$ cat config.mk
export PLATFORM = sky130hd
export DESIGN_NAME = composer_pixel_sequencer
export DESIGN_NICKNAME = d
export VERILOG_FILES = /design/src/rtl/composer_pixel_sequencer.sv
export SDC_FILE = /design/constraint.sdc
export NUM_CORES = 1
export LEC_CHECK = 0
export ABC_AREA = 1
export CAP_MARGIN = 10
export CORE_MARGIN = 4
export CORE_UTILIZATION = 52
export DETAILED_ROUTE_END_ITERATION = 8
export PLACE_DENSITY = 0.8
export SYNTH_ARGS = -nofsm -noshare
export SYNTH_HDL_FRONTEND = slang
export SYNTH_SLANG_ARGS = --single-unit
$ cat constraint.sdc
create_clock -name clk -period 4.03 [get_ports clk]
set_input_delay 0.403 -clock clk [delete_from_list [all_inputs] [get_ports clk]]
set_output_delay 0.403 -clock clk [all_outputs]
set_load 0.05 [all_outputs]
$ cat src/rtl/composer_pixel_sequencer.sv
// composer_pixel_sequencer
// Raster walker for the composer path. For every active pixel it issues a
// single fetch to the background and sprite layers. It collects both replies
// in any order, keys the sprite against TRANSPARENT and hands the composed
// pixel to the video FIFO through the wrreq/wrfull handshake.
module composer_pixel_sequencer #(
    parameter int unsigned H_ACTIVE    = 640,
    parameter int unsigned V_ACTIVE    = 480,
    parameter logic [23:0] TRANSPARENT = 24'hFF00FF
) (
    input  logic        clk,
    input  logic        reset,
    input  logic        enable,
    output logic        fetch_req,
    output logic [9:0]  fetch_x,
    output logic [9:0]  fetch_y,
    input  logic        bg_valid,
    input  logic [23:0] bg_pixel,
    input  logic        spr_valid,
    input  logic [23:0] spr_pixel,
    input  logic        wrfull,
    output logic        wrreq,
    output logic [23:0] pixel_out,
    output logic        new_frame_test,
    output logic [15:0] frame_count,
    output logic        busy
);

    localparam logic [1:0] ST_IDLE  = 2'd0;
    localparam logic [1:0] ST_FETCH = 2'd1;
    localparam logic [1:0] ST_WAIT  = 2'd2;
    localparam logic [1:0] ST_WRITE = 2'd3;

    localparam logic [9:0] X_LAST = 10'(H_ACTIVE - 1);
    localparam logic [9:0] Y_LAST = 10'(V_ACTIVE - 1);

    logic [1:0]  state_q,   state_d;
    logic [9:0]  x_q,       x_d;
    logic [9:0]  y_q,       y_d;
    logic        bg_got_q,  bg_got_d;
    logic        spr_got_q, spr_got_d;
    logic [23:0] bg_pix_q,  bg_pix_d;
    logic [23:0] spr_pix_q, spr_pix_d;
    logic [23:0] pixel_q,   pixel_d;
    logic [15:0] frame_q,   frame_d;

    logic        bg_now;
    logic        spr_now;
    logic [23:0] bg_sel;
    logic [23:0] spr_sel;
    logic        write_fire;

    // A pulse arriving this cycle counts as already held, so the pixel can
    // be composed without waiting for the latch to settle into the flag.
    always_comb begin
        bg_now     = bg_got_q | bg_valid;
        spr_now    = spr_got_q | spr_valid;
        bg_sel     = bg_valid  ? bg_pixel  : bg_pix_q;
        spr_sel    = spr_valid ? spr_pixel : spr_pix_q;
        write_fire = (state_q == ST_WRITE) && !wrfull;
    end

    // Next-state logic: raster position, response capture, composition.
    always_comb begin
        state_d   = state_q;
        x_d       = x_q;
        y_d       = y_q;
        bg_got_d  = bg_got_q;
        spr_got_d = spr_got_q;
        bg_pix_d  = bg_pix_q;
        spr_pix_d = spr_pix_q;
        pixel_d   = pixel_q;
        frame_d   = frame_q;

        case (state_q)
            ST_IDLE: begin
                x_d = '0;
                y_d = '0;
                if (enable) begin
                    state_d = ST_FETCH;
                end
            end

            ST_FETCH: begin
                bg_got_d  = 1'b0;
                spr_got_d = 1'b0;
                state_d   = ST_WAIT;
            end

            ST_WAIT: begin
                if (bg_valid) begin
                    bg_got_d = 1'b1;
                    bg_pix_d = bg_pixel;
                end
                if (spr_valid) begin
                    spr_got_d = 1'b1;
                    spr_pix_d = spr_pixel;
                end
                if (bg_now && spr_now) begin
                    pixel_d = (spr_sel == TRANSPARENT) ? bg_sel : spr_sel;
                    state_d = ST_WRITE;
                end
            end

            ST_WRITE: begin
                if (write_fire) begin
                    if (x_q != X_LAST) begin
                        x_d     = x_q + 10'd1;
                        state_d = ST_FETCH;
                    end else if (y_q != Y_LAST) begin
                        x_d     = '0;
                        y_d     = y_q + 10'd1;
                        state_d = ST_FETCH;
                    end else begin
                        x_d     = '0;
                        y_d     = '0;
                        frame_d = frame_q + 16'd1;
                        state_d = enable ? ST_FETCH : ST_IDLE;
                    end
                end
            end

            default: begin
                state_d = ST_IDLE;
            end
        endcase
    end

    // State registers; reset abandons any pixel in flight.
    always_ff @(posedge clk or posedge reset) begin
        if (reset) begin
            state_q   <= ST_IDLE;
            x_q       <= '0;
            y_q       <= '0;
            bg_got_q  <= 1'b0;
            spr_got_q <= 1'b0;
            bg_pix_q  <= '0;
            spr_pix_q <= '0;
            pixel_q   <= '0;
            frame_q   <= '0;
        end else begin
            state_q   <= state_d;
            x_q       <= x_d;
            y_q       <= y_d;
            bg_got_q  <= bg_got_d;
            spr_got_q <= spr_got_d;
            bg_pix_q  <= bg_pix_d;
            spr_pix_q <= spr_pix_d;
            pixel_q   <= pixel_d;
            frame_q   <= frame_d;
        end
    end

    // Output decode; wrreq follows wrfull combinationally.
    always_comb begin
        fetch_req      = (state_q == ST_FETCH);
        fetch_x        = x_q;
        fetch_y        = y_q;
        wrreq          = write_fire;
        pixel_out      = pixel_q;
        new_frame_test = write_fire && (x_q == '0) && (y_q == '0);
        frame_count    = frame_q;
        busy           = (state_q != ST_IDLE);
    end

endmodule

==> metrics.cfg, run 1 <==
[worst_setup_path]
critPathCaptureType=output port
cp.arrival_ns=2.77
crit_top_cell=inv_2
critical_path.max_fanout=10
critPathKind=reg -> out
critPathSlowestCell=clkdlybuf4s50_1
critPathRequiredTime_ns=3.63
critPathLaunchType=flop
timing.critical_path.cells=ha_1 > inv_2 > or2_1 > inv_2 > nand3_1 > nor3_1 > clkdlybuf4s50_1
max_stage_delay_ns=0.84

[cells_and_area]
layout-drive-gt1-share_pct=4.84
layout.nets=926
mostFrequentLayoutCell=nand2_1
n_fill_cell=946
synthToLayoutAreaGrowth_pct=25.3
design_area_um2=7510
mostFrequentLayoutCells=nand2_1, clkdlybuf4s50_1, dfrtp_1, nand3_1, o21ai_0
n_antenna_cell=0

[synthesis]
ys_warn_count=0
ys_seq_elements=112
syn_avg_cell_area_um2=7.89
synth_cell_types=32
synth_compound_area_share_pct=7.70
synthXorXnorAreaFrac_pct=3.07
synth-seq-area-share_pct=46.8
netlist_area_um2=5990
synth_top_area_cell=dfrtp_1
synthAdderAreaFrac_pct=1.88
synth_top_area_share_pct=46.8
synthMuxAreaShare_pct=3.84
synth_ff_type=dfrtp_1
synth-async-reset-ratio_pct=100
ys_top_cells_by_area=dfrtp_1, nand2_1, nand3_1
synth_edf_count=0
synth_top_family_by_area=simple AND/OR/NAND/NOR gates
synth-simple-area-share_pct=29.2
syn_nets=823
synthCells=760

[clock_network]
insertion_delay_ns=0.36
clock_sinks=112
htreeDepth=3
holdBufCountCts=0
ctsResizeCount=0
cts_buffer_depth=2
root_buffer=clkbuf_16
path_clk_slew_ns=0.07
cts_tree=built
postCtsSetupBuffers=0
numCtsBuffers=9

[power]
cellPowerDensity_nw_per_um2=643
max-vdd-ir-drop_v=0.000528
p_leak_nw=3.56

[detailed_routing]
drt-met1-wl_um=6970
wirelength_um=16000
vias_per_cell=5.51
dr_wl_met2_um=7720
ant_nets=0
wl_met3_um=1060
wire_per_inst_um=15.8
top_layer=met4
drt_iter0_markers=521
num_vias=5558
post-route-drc-count=0
dr.pass1.iters=6

[floorplan]
core_um2=11100
dieHeight_um=115
pin_count=118
rows=38
dieArea_um2=13300
die_width_um=115
initial_core_util_pct=54.1

[sta]
min_period_ns=3.18
worst_slew_pin_slew_ns=1.02
finalHoldViolations=0
fin_skew_ns=0.00833
drv_slew=0
setup_tns_ns=0
setup_viol=0
timing.fmax_mhz=315
period_share_pct=78.8
rsz0062_at_grt=no
max-slew-margin-rel_pct=31.9

[placement]
gp_routability_congestion=0.904
placed_cell_area_um2=7190
port_buffers=117
dp_hpwl_um=11500

[global_route]
gr-usage-all-layers_pct=25.1
grt_pass1_vias=5528
grt_max_degree=82
grt_antenna_before_repair=0
grt_pass1_wl_um=26600
grt_overflow=0

[hold_path]
min_path_type=reg -> reg

[run]
max-cap-violations=0

[status]
outcome=completed

[critical path: cells and delay by family, from the launching register on]
family / cells / cell delay [ns]
buffers and inverters: 3 / 1.06
AND/OR/NAND/NOR: 3 / 0.51
adder cells (fa/ha/maj): 1 / 0.43
flip-flops: 1 / 0.42
[per-stage QoR]
step                      total power, mW  utilization (%)  instances  hold WS, ns  worst slack (ns)
after global routing                 5.15             67.8       1008        0.515             0.716
final                                4.83             67.8       1008        0.490             0.854
after detailed placement             3.86             64.9        992        0.471              1.08
after global placement               3.77             64.9        992        0.466              1.16
after floorplan                      3.17                -        760        0.452             0.668
after CTS                            4.84             67.8       1008        0.492             0.839
[cells in the mapped netlist (2+ instances only)]
library cell    n
buf_6           8
xnor2_1         4
nand2_1       235
ha_1            9
clkbuf_1       13
buf_2           7
nand4_1        17
nand3_1        69
nor3_1          9
inv_2           2
inv_1          62
dfrtp_1       112
buf_4           4
nor4_1          2
xor2_1         17
a31oi_1        10
o21ai_1         2
o21ai_0        65
nand2_2        10
a21oi_1         8
nor2_4          3
mux2i_1        23
nor2_1         60
[metal layers]
metal | GRT usage [%] | vias to the layer above
li1 | - | 2656
met1 | 33.9 | 2671
met2 | 40.2 | 211
met3 | 7.11 | 20
met4 | 6.26 | 0
met5 | 0 | -
[registers in the layout, indices dropped and copies added (netlist names)]
signal / flops
spr_got_q: 1
frame_count: 16
bg_pix_q: 24
state_q: 2
fetch_y: 10
bg_got_q: 1
spr_pix_q: 24
pixel_out: 24
fetch_x: 10
[cell type report]
cell class / instances / area, um^2 / share of cell area (%)
repair buffers: 124 / 1220 / 16.3
flip-flops and latches: 112 / 2800 / 37.3
clock inverters: 7 / 96.3 / 1.28
clock buffers: 9 / 225 / 3.00
well taps: 140 / 175 / 2.33
inverters: 65 / 249 / 3.31
multi-input cells: 551 / 2740 / 36.5
[final timing paths]
check / startpoint / depth (start not counted) / endpoint / slack [ns]
max: state_q[0] / 7 / new_frame_test / 0.85
min: spr_pix_q[15] / 2 / spr_pix_q[15] / 0.49
max reg2reg: state_q[0] / 8 / pixel_out[3] / 1.51
min reg2reg: spr_pix_q[15] / 2 / spr_pix_q[15] / 0.49
max in group asynchronous: reset / 3 / frame_count[2] / 2.54
min in group asynchronous: reset / 2 / bg_pix_q[20] / 0.64
[cell families after synthesis]
group           after synthesis
flops                       112
fa+ha+maj                     9
xor+xnor                     21
buf+inv                      97
simple gates                410
mux                          23
compound gates               88
[power breakdown]
group / leakage, nW / total [mW] / internal [mW] / switching [mW]
sequential: 1.41 / 1.76 / 1.51 / 0.247
clock: 0.148 / 0.971 / 0.545 / 0.426
combinational: 2.01 / 2.10 / 0.675 / 1.42
Note: power is estimated with default switching activity, not from simulation.
==> run 2, diff against run 1 <==
Clock period 4.03 ns to 3.19 ns, I/O delays scaled along.
==> run 2 against run 1 <==
  * Count of clock-buffer cells in the layout is 3 higher
  * Routed wire length shrank 3.5%
  * Global-route usage fell by 1.5 points
  * Worst hold slack got worse by 0.0091 ns
  * Final cell count unchanged
  * Clock power is 16% higher
  * Die area did not move
  * Via count down 2.0%
  * Largest cell class unchanged
  * Largest power group unchanged
==> metrics.cfg, run 2 (synthesis gave the netlist of run 1 again) <==
[status]
outcome=completed

[worst_setup_path]
critPathKind=reg -> out
reg2reg_to=frame_count[10]
reg2reg_from=state_q[0]
reg2reg_depth=9  ; +1
r2r_slack_ns=0.91  ; -0.60 ns
cp.arrival_ns=2.48  ; -0.29 ns
critPathCaptureType=output port
critPathLaunchType=flop
critical_path.max_fanout=10  ; unchanged
critPathRequiredTime_ns=2.87  ; -0.76 ns

[global_route]
grt_max_degree=113  ; +38%
gr-usage-all-layers_pct=23.6  ; -1.5 points
use_met3_pct=6.05  ; -1.1 points
busiest_layer=met2
grt_pass1_wl_um=25200  ; -5.6%
grt_pass1_vias=5206  ; -5.8%
grt_antenna_before_repair=0  ; unchanged
grt_overflow=0  ; unchanged
grtUsageMet2_pct=37.7  ; -2.6 points
met1_usage_pct=32.5  ; -1.4 points

[clock_network]
cts_tree=built
holdBufCountCts=0  ; unchanged
numCtsBuffers=9  ; unchanged
cts_buffer_depth=2  ; unchanged
root_buffer=clkbuf_16
htreeDepth=3  ; unchanged
insertion_delay_ns=0.35  ; about the same
postCtsSetupBuffers=0  ; unchanged
clock_sinks=112  ; unchanged
path_clk_slew_ns=0.07  ; about the same

[sta]
period_share_pct=87.6
rsz0062_at_grt=no
max-slew-margin-rel_pct=58.6  ; +27 points
finalHoldViolations=0  ; unchanged
timing.fmax_mhz=358
fin_skew_ns=0.00981  ; +0.00148 ns
drv_slew=0  ; unchanged
setup_tns_ns=0  ; unchanged
setup_viol=0  ; unchanged
worst_slew_pin_slew_ns=0.620  ; -0.402 ns
min_period_ns=2.80

[detailed_routing]
num_vias=5449  ; -2.0%
post-route-drc-count=0  ; unchanged
drt_iter0_markers=459  ; -12%
vias_per_cell=5.41  ; -2.0%
ant_nets=0  ; unchanged
wirelength_um=15400  ; -3.5%
dr.pass1.iters=7  ; +1
wire_per_inst_um=15.3  ; -3.5%

[floorplan]
dieHeight_um=115  ; unchanged
pin_count=118  ; unchanged
core_um2=11100  ; unchanged
initial_core_util_pct=54.1  ; unchanged
dieArea_um2=13300  ; unchanged
rows=38  ; unchanged
die_width_um=115  ; unchanged

[cells_and_area]
mostFrequentLayoutCells=nand2_1, clkdlybuf4s50_1, dfrtp_1, nand3_1, o21ai_0
synthToLayoutAreaGrowth_pct=25.2
n_antenna_cell=0  ; unchanged
layout.nets=927  ; +0.11%
layout-drive-gt1-share_pct=4.61  ; -0.23 points
utilization_pct=67.7  ; -0.079 points
mostFrequentLayoutCell=nand2_1
n_fill_cell=925  ; -2.2%
register_area_um2=2800  ; unchanged
multi_input_area_um2=2740  ; unchanged
stdcell_count=1008  ; unchanged

[run]
max-cap-violations=0  ; unchanged

[power]
cellPowerDensity_nw_per_um2=797  ; +24%
max-vdd-ir-drop_v=0.000647  ; +23%
p_leak_nw=3.58  ; +0.41%

[placement]
gp_routability_congestion=0.901  ; -0.28%
port_buffers=117  ; unchanged
dp_hpwl_um=11200  ; -2.6%
dpl.cell_count=993  ; +0.10%

[hold_path]
min_path_type=in -> async

-- run 2: changes by cell type in the layout (fill, tap and decap cells not counted), sizes merged --
cell / before / now
clkbuf: 9 / 12
buf: 7 / 8
bufinv: 2 / 1
clkdlybuf4s50: 117 / 116
clkinv: 3 / 2
clkinvlp: 3 / 2
dlymetal6s2s: 0 / 1
inv: 64 / 63
-- run 2: through the flow --
stage	power, mW	worst slack [ns]	instance area, um^2	hold WS [ns]
after floorplan	4.01	0.532	6000	0.452
after global placement	4.76	0.367	7210	0.463
after detailed placement	4.86	0.338	7210	0.471
after CTS	6.00	0.116	7500	0.487
after global routing	6.35	0.301	7500	0.509
final	5.98	0.394	7500	0.481
-- run 2: area by class of cell --
class	count	area share, %
flip-flops and latches	112	37.4
multi-input cells	551	36.5
repair buffers	125	16.6
inverters	65	3.33
clock buffers	12	3.28
well taps	140	2.33
clock inverters	3	0.567
-- run 2: power breakdown --
group | total (mW) | internal (mW) | leakage [nW] | switching (mW)
logic | 2.63 | 0.858 | 2.03 | 1.78
registers | 2.22 | 1.91 | 1.41 | 0.307
clock network | 1.13 | 0.626 | 0.139 | 0.500
-- run 2: worst max path at each step --
| stage | from | to | slack (ns) | cells after the start |
|---|---|---|---|---|
| floorplan | state_q[0] | new_frame_test | 0.53 | 7 |
| detailed placement | spr_valid | pixel_out[20] | 0.34 | 11 |
| global placement | spr_valid | pixel_out[20] | 0.37 | 11 |
| global route | state_q[0] | wrreq | 0.30 | 5 |
| finish | state_q[0] | wrreq | 0.39 | 5 |
| CTS | state_q[0] | new_frame_test | 0.12 | 7 |
-- run 2: timing repair --
action / CTS / global route
endpoints found under the setup margin: 0 / 1
endpoints found under the hold margin: 0 / 0
resized for setup: 0 / 1
-- run 2: critical path, stage by stage, from the launching register on --
cell             delay [ns]
dfrtp_1                0.42
ha_1                   0.42
inv_2                  0.09
or2_1                  0.25
inv_2                  0.11
clkdlybuf4s50_1        0.83
-- run 2: routing by layer --
metal,part of all wire (%),wire length (um)
met5,0,0
met2,47,7300
met3,6.5,1000
met1,45,6940
met4,1.1,175
==> run 3, diff against run 2 <==
Settings changed: CORE_MARGIN 4 to not set.
==> run 3 against run 2 <==
  * Combinational power up 3%
  * Flip-flop and latch count is the same
  * Final area grew 0.95%
  * Sequential share of layout area shrank 0.35 points
  * Worst hold slack got worse by 0.12 ns
  * Count of clock-buffer cells in the layout is the same
  * Maximum frequency is 1.4% lower
  * Highest routed layer unchanged
==> metrics.cfg, run 3 (synthesis gave the netlist of run 1 again) <==
[power]
max-vdd-ir-drop_v=0.000789  ; +22%
finalPower_mw=6.19  ; +3.6%
p_leak_nw=3.62  ; +1.1%
cellPowerDensity_nw_per_um2=817  ; +2.6%

[clock_network]
numCtsBuffers=9  ; unchanged
postCtsSetupBuffers=0  ; unchanged
holdBufCountCts=0  ; unchanged
insertion_delay_ns=0.36  ; about the same
cts_tree=built
root_buffer=clkbuf_16
clock_sinks=112  ; unchanged
htreeDepth=3  ; unchanged
path_clk_slew_ns=0.08  ; about the same
cts_buffer_depth=2  ; unchanged

[sta]
max-slew-margin-rel_pct=58.9  ; +0.28 points
timing.fmax_mhz=353  ; -1.4%
finalHoldViolations=0  ; unchanged
worst_slew_pin_slew_ns=0.614  ; -0.00605 ns
fin_ws_ns=0.355  ; -0.0396 ns
min_period_ns=2.84  ; +0.0396 ns
setup_viol=0  ; unchanged
drv_slew=0  ; unchanged
rsz0062_at_grt=no
fin_skew_ns=0.0124  ; +0.00262 ns
period_share_pct=88.9  ; +1.2 points
setup_tns_ns=0  ; unchanged

[detailed_routing]
post-route-drc-count=0  ; unchanged
drt_iter0_markers=524  ; +14%
wire_per_inst_um=15.6  ; +2.0%
ant_nets=0  ; unchanged
num_vias=5582  ; +2.4%
wirelength_um=15800  ; +2.2%
dr.pass1.iters=5  ; -2
vias_per_cell=5.53  ; +2.2%

[cells_and_area]
design_area_um2=7570  ; +0.95%
stdcell_count=1010  ; +0.20%
layout.nets=928  ; +0.11%
mostFrequentLayoutCells=nand2_1, clkdlybuf4s50_1, dfrtp_1, nand3_1, o21ai_0
mostFrequentLayoutCell=nand2_1
layout-drive-gt1-share_pct=5.06  ; +0.45 points
synthToLayoutAreaGrowth_pct=26.4
n_antenna_cell=0  ; unchanged

[floorplan]
initial_core_util_pct=54.3  ; +0.23 points
dieArea_um2=12000  ; -10%
die_width_um=109  ; -5.2%
pin_count=118  ; unchanged
rows=38  ; unchanged
dieHeight_um=109  ; -5.2%
core_um2=11000  ; -0.43%

[global_route]
grt_pass1_wl_um=25500  ; +1.5%
grt_antenna_before_repair=0  ; unchanged
gr-usage-all-layers_pct=27.7  ; +4.1 points
grt_max_degree=59  ; -48%
grt_pass1_vias=5258  ; +1.0%
grt_overflow=0  ; unchanged

[worst_setup_path]
critical_path.max_fanout=10  ; unchanged
critPathRequiredTime_ns=2.87  ; about the same
critPathCaptureType=output port
r2r_slack_ns=0.75  ; -0.16 ns
critPathLaunchType=flop
critPathKind=reg -> out
cp.arrival_ns=2.52  ; +0.04 ns

[placement]
port_buffers=117  ; unchanged
dpl.cell_count=994  ; +0.10%
dp_hpwl_um=11400  ; +1.6%
placed_cell_area_um2=7230  ; +0.28%
gp_routability_congestion=0.886  ; -1.7%
place_ws_ns=0.341  ; +0.00242 ns

[run]
max-cap-violations=0  ; unchanged

[status]
outcome=completed

[hold_path]
min_path_type=in -> async

-- run 3: timing repair --
item                       4_1_cts  5_1_grt
gates resized for setup          0        1
setup endpoints to repair        0        1
hold endpoints to repair         0        0
-- run 3: through the flow --
step	util, %	hold WS (ns)
final	68.7	0.359
after global routing	68.7	0.422
after CTS	68.6	0.372
after detailed placement	65.6	0.465
after global placement	65.6	0.467
after floorplan	-	0.452
-- run 3: per-layer routing --
metal	vias to the layer above	wire, um	track usage, %
met5	-	0	0
met4	0	186	6.86
met3	20	1050	6.22
met2	212	7540	44.7
met1	2683	6980	38.0
li1	2667	-	-
-- run 3: path summary, 6_finish.rpt --
check | start | endpoint | cells after the start
setup / recovery | state_q[0] | wrreq | 5
hold / removal | reset | pixel_out[12] | 2
setup reg to reg | state_q[0] | frame_count[10] | 9
hold reg to reg | bg_pix_q[19] | bg_pix_q[19] | 2
max in group asynchronous | reset | frame_count[10] | 3
min in group clk | bg_pix_q[19] | bg_pix_q[19] | 2
-- run 3: worst max-delay path: stages, from the launching register on --
cell and delay, ns:
dfrtp_1 0.42, ha_1 0.44, inv_2 0.11, or2_1 0.25, inv_2 0.11, clkdlybuf4s50_1 0.82
-- run 3: layout make-up --
class | count | area (um^2)
Sequential cell | 112 | 2800
Clock buffer | 12 | 267
Timing Repair Buffer | 126 | 1270
Clock inverter | 4 | 73.8
Tap cell | 140 | 175
Multi-Input combinational cell | 551 | 2740
Inverter | 65 | 250
Fill cell | 932 | 3460
-- run 3: where the power goes --
part	internal (mW)	switching [mW]
combinational	0.879	1.82
sequential	1.91	0.315
clock	0.755	0.515
total	3.54	2.65
